$ cat src/rtl/apb_sram_pkg.sv
// Shared types and constants for the APB-to-SRAM bridge.
// The FSM state encoding and address-check constants live here so the checker and the top agree on them.
package apb_sram_pkg;

  typedef enum logic [1:0] {
    IDLE  = 2'd0,
    ISSUE = 2'd1,
    WAIT  = 2'd2,
    RESP  = 2'd3
  } state_t;

  localparam int MEM_DEPTH = 32;
  localparam int WORD_LSB  = 2;

  // Wait-counter width for a given wait-state count. Never narrower than one bit.
  function automatic int cnt_width(input int ws);
    return (ws < 1) ? 1 : $clog2(ws + 1);
  endfunction

endpackage

$ cat src/rtl/apb_sram_addr_chk.sv
// Combinational APB byte address -> SRAM word index plus error flag.
// Flags misaligned addresses, words beyond MEM_DEPTH and any set bit above the SRAM word index.
module apb_sram_addr_chk
  import apb_sram_pkg::*;
#(
  parameter int ADDR_W    = 12,
  parameter int SRAM_AW   = 10,
  parameter int MEM_DEPTH = apb_sram_pkg::MEM_DEPTH
) (
  input  logic [ADDR_W-1:0]  paddr,
  output logic [SRAM_AW-1:0] word_idx,
  output logic               err
);

  logic misaligned;
  logic beyond_depth;
  logic high_bits;

  assign word_idx     = paddr[SRAM_AW+WORD_LSB-1:WORD_LSB];
  assign misaligned   = |paddr[WORD_LSB-1:0];
  assign beyond_depth = (int'(word_idx) >= MEM_DEPTH);

  // With the default widths there are no address bits above the word index.
  generate
    if (ADDR_W > SRAM_AW + WORD_LSB) begin : g_high
      assign high_bits = |paddr[ADDR_W-1:SRAM_AW+WORD_LSB];
    end else begin : g_no_high
      assign high_bits = 1'b0;
    end
  endgenerate

  assign err = misaligned | beyond_depth | high_bits;

endmodule

$ cat src/rtl/apb_sram_bridge.sv
// APB3 completer that turns each legal transfer into exactly one SRAM strobe.
// Handshake: a transfer is latched on psel & !penable in IDLE; pready (with pslverr) is a registered one-cycle pulse in RESP.
module apb_sram_bridge
  import apb_sram_pkg::*;
#(
  parameter int ADDR_W      = 12,
  parameter int DATA_W      = 32,
  parameter int SRAM_AW     = 10,
  parameter int MEM_DEPTH   = apb_sram_pkg::MEM_DEPTH,
  parameter int WAIT_STATES = 0
) (
  input  logic               clk,
  input  logic               rst_n,
  input  logic               psel,
  input  logic               penable,
  input  logic               pwrite,
  input  logic [ADDR_W-1:0]  paddr,
  input  logic [DATA_W-1:0]  pwdata,
  output logic               pready,
  output logic [DATA_W-1:0]  prdata,
  output logic               pslverr,
  output logic               sram_en,
  output logic               sram_we,
  output logic [SRAM_AW-1:0] sram_addr,
  output logic [DATA_W-1:0]  sram_din,
  input  logic [DATA_W-1:0]  sram_dout
);

  localparam int CNT_W = cnt_width(WAIT_STATES);

  state_t             state;
  logic               wr_q;
  logic               err_q;
  logic [SRAM_AW-1:0] addr_q;
  logic [DATA_W-1:0]  din_q;
  logic [CNT_W-1:0]   cnt;
  logic [SRAM_AW-1:0] word_idx;
  logic               addr_err;

  apb_sram_addr_chk #(
    .ADDR_W   (ADDR_W),
    .SRAM_AW  (SRAM_AW),
    .MEM_DEPTH(MEM_DEPTH)
  ) u_addr_chk (
    .paddr   (paddr),
    .word_idx(word_idx),
    .err     (addr_err)
  );

  always_ff @(posedge clk or negedge rst_n) begin
    if (!rst_n) begin
      state   <= IDLE;
      wr_q    <= 1'b0;
      err_q   <= 1'b0;
      addr_q  <= '0;
      din_q   <= '0;
      cnt     <= '0;
      pready  <= 1'b0;
      pslverr <= 1'b0;
      sram_en <= 1'b0;
      sram_we <= 1'b0;
    end else begin
      case (state)
        IDLE: begin
          if (psel && !penable) begin
            wr_q   <= pwrite;
            err_q  <= addr_err;
            addr_q <= word_idx;
            din_q  <= pwdata;
            if (addr_err) begin
              state   <= RESP;
              pready  <= 1'b1;
              pslverr <= 1'b1;
            end else begin
              state   <= ISSUE;
              sram_en <= 1'b1;
              sram_we <= pwrite;
            end
          end
        end
        ISSUE: begin
          // The strobe is one cycle wide whatever happens next.
          sram_en <= 1'b0;
          sram_we <= 1'b0;
          if (!psel) begin
            state <= IDLE;
          end else if (WAIT_STATES == 0) begin
            state   <= RESP;
            pready  <= 1'b1;
            pslverr <= err_q;
          end else begin
            state <= WAIT;
            cnt   <= CNT_W'(WAIT_STATES - 1);
          end
        end
        WAIT: begin
          if (!psel) begin
            state <= IDLE;
          end else if (cnt == '0) begin
            state   <= RESP;
            pready  <= 1'b1;
            pslverr <= err_q;
          end else begin
            cnt <= cnt - 1'b1;
          end
        end
        RESP: begin
          state   <= IDLE;
          pready  <= 1'b0;
          pslverr <= 1'b0;
        end
        default: state <= IDLE;
      endcase
    end
  end

  // SRAM dout was registered at the end of ISSUE and holds until the next strobe.
  assign prdata    = (state == RESP && !wr_q && !err_q) ? sram_dout : '0;
  assign sram_addr = addr_q;
  assign sram_din  = din_q;

endmodule

$ cat config.mk
export PLATFORM = sky130hd
export DESIGN_NAME = apb_sram_bridge
export DESIGN_NICKNAME = d
export VERILOG_FILES = /design/src/rtl/apb_sram_pkg.sv /design/src/rtl/apb_sram_addr_chk.sv /design/src/rtl/apb_sram_bridge.sv
export SDC_FILE = /design/constraint.sdc
export NUM_CORES = 1
export LEC_CHECK = 0
export ABC_AREA = 1
export CAP_MARGIN = 10
export CORE_ASPECT_RATIO = 2
export CORE_UTILIZATION = 37
export CTS_CLUSTER_SIZE = 12
export DETAILED_ROUTE_END_ITERATION = 7
export GPL_ROUTABILITY_DRIVEN = 0
export GPL_TIMING_DRIVEN = 0
export MAX_ROUTING_LAYER = met4
export PLACE_DENSITY = 0.81
export SKIP_CTS_REPAIR_TIMING = 1
export SYNTH_ARGS = -nofsm -noshare
export SYNTH_HDL_FRONTEND = slang
export SYNTH_HIERARCHICAL = 1
export SYNTH_SLANG_ARGS = --single-unit
$ cat constraint.sdc
create_clock -name clk -period 1.9 [get_ports clk]
set_input_delay 0.19 -clock clk [delete_from_list [all_inputs] [get_ports clk]]
set_output_delay 0.19 -clock clk [all_outputs]
set_load 0.1 [all_outputs]
==> metrics.txt <==
post-place setup slack -0.777 ns; antenna violations before repair 0; Hold Crit Start paddr[6]; Top Layer Used met4; Final setup viols 30; TritonCTS clock tree built; status finished, violations left; Area Growth Syn to Fin 98.1%; drt drc 0; Die Width 60.2 µm; Synth area leaders dfrtp_1, inv_1, nand2_1; Std-Cell Rows 42; Post-synth ARST share 100%; share of cells above drive strength 1 19.5%; top cell type's share of synthesized area 50.0%; Max Freq 487 MHz; Met2 Routed Length 4.39 mm; normalized max-slew margin 32.5%; fin nets 573; Slew Viols, Final 0; met3 WL 624 µm; core area 6570 µm²; total CTS buffers 5; register area share after synthesis 50.0%; area leader, netlist dfrtp_1; CTS root buffer clkbuf_16; Critical Path AT 1.86 ns; Required @ worst endpoint 1.71 ns; Clock Sink Count 50; n_diodes 0; DR iter-0 viols 92; vias per cell 4.51; Critical Path Sink Type output port; top_reg_cell synth dfrtp_1; failing checks negative setup slack; Starting Density 38.1%; Avg Inst Size Synth 7.77 µm²; post-layout min period 2.05 ns; maxcap violations 0; CP startpoint kind flip-flop; largest net degree at the start of global routing 42; final period utilization 108%; Min-Delay Path Class primary input to flip-flop; gr usage total 21.3%; antenna viol nets, final 0; top-level port count 159; H-tree Lvls 2; top cells by count, synth inv_1, nand2_1, dfrtp_1, o21ai_0, nor2_1; synthesized flop and latch total 50; RSZ-0062 raised after global routing true; die height 118 µm; worst skew pair latency 0.28 ns; CP max FO 10; Worst Tran Pin Value 1.01 ns; critical path type flip-flop to output port; Vias 2596; Metal-1 WL 2.96 mm; worst r2r src state[1]$_DFFE_PN0P_; final wirelength 8.17 mm; Fin Clk Skew 0.00372 ns; synthesized cell area 2500 µm²; Critical Path Start state[0]$_DFFE_PN0P_; Finished Layout Cells 575; Syn Nets 408; cell with the most instances after synthesis inv_1; die area 7120 µm²; Synth Instances 322; number of global-route vias before repair 2537; Max clock buf depth 2; total congestion overflow 0; DRT Pass-1 Iters 4; Placed Instances 564; final hold vios 0; synth warn 6; Post-synth EDFFs 0; Worst-path clk slew 0.06 ns; DP Wirelength 5.69 mm; worst setup margin -0.152 ns; first-pass GRT wire length 11.3 mm; WL/cell 14.2 µm; distinct cell type count after synthesis 20; PortBufs 153
## worst max-delay path, stage by stage (launching register included)
cell and delay [ns]:
dfrtp_1 0.37, ha_2 0.21, inv_2 0.04, or3_4 0.42, buf_8 0.20, nor2_4 0.13
buf_12 0.18
## final timing paths
kind	slack, ns	endpoint	cells past startpoint
worst max-delay path	-0.15	prdata[25]	6
worst min-delay path	0.16	sram_addr[4]$_DFFE_PN0P_	3
worst max register to register	0.14	sram_din[30]$_DFFE_PN0P_	8
worst min register to register	0.47	pready$_DFFE_PN0P_	2
max in group asynchronous	1.09	sram_din[5]$_DFFE_PN0P_	3
min in group asynchronous	0.32	sram_din[25]$_DFFE_PN0P_	2
## cell usage in the layout, fill, tap and decap left out, types with 4 or more instances in the layout
cell             instances
buf_12                  34
buf_2                    4
buf_4                   13
clkbuf_1                 8
clkbuf_16                6
clkdlybuf4s50_1         74
dfrtp_1                 50
dlymetal6s2s_1          46
ha_1                     4
inv_1                   86
nand2_1                 64
nor2_2                  10
nor2_4                  22
o21ai_0                 44
o21ai_1                  4
## sequential cells by signal, summed over array words and instances, names as in the netlist
name and cells:
wr_q 1, sram_we 1, sram_din 32, pslverr 1, sram_en 1, state 2
pready 1, err_q 1, sram_addr 10
## layer usage
metal	global-route usage [%]	vias up
met1	20.9	1191
li1	-	1257
met4	6.54	0
met3	5.36	13
met2	38.8	135
met5	-	-
## per-stage QoR
stage	cell area [µm²]	utilization, %	TNS [ns]	hold WS, ns
3_5_place_dp	4220	64.3	-23.83	0.0735
5_1_grt	4960	75.5	-5.54	0.170
3_3_place_gp	4210	64.1	-60.89	0.453
6_report	4960	75.5	-3.60	0.163
2_1_floorplan	2570	-	-6.52	-0.106
4_1_cts	4360	66.3	-37.62	-0.235
## kinds of logic (layout without fill, tap and decap cells)
kind of cell / Yosys count / in the layout / synth area share, %
fa+ha+maj: 5 / 5 / 2.50
simple gates: 106 / 106 / 17.8
buf+inv: 110 / 275 / 19.3
compound gates: 51 / 51 / 10.4
flops: 50 / 50 / 50.0
## area by class of cell
class	count	area [µm²]
multi-input cells	162	935
inverters	87	327
fillers	468	1610
well taps	88	110
clock buffers	7	133
flip-flops and latches	50	1250
plain buffers	22	163
repair buffers	159	2040
Power is not shown: default switching activity piles up to over one toggle a cycle in this logic, so the estimate is an artifact.
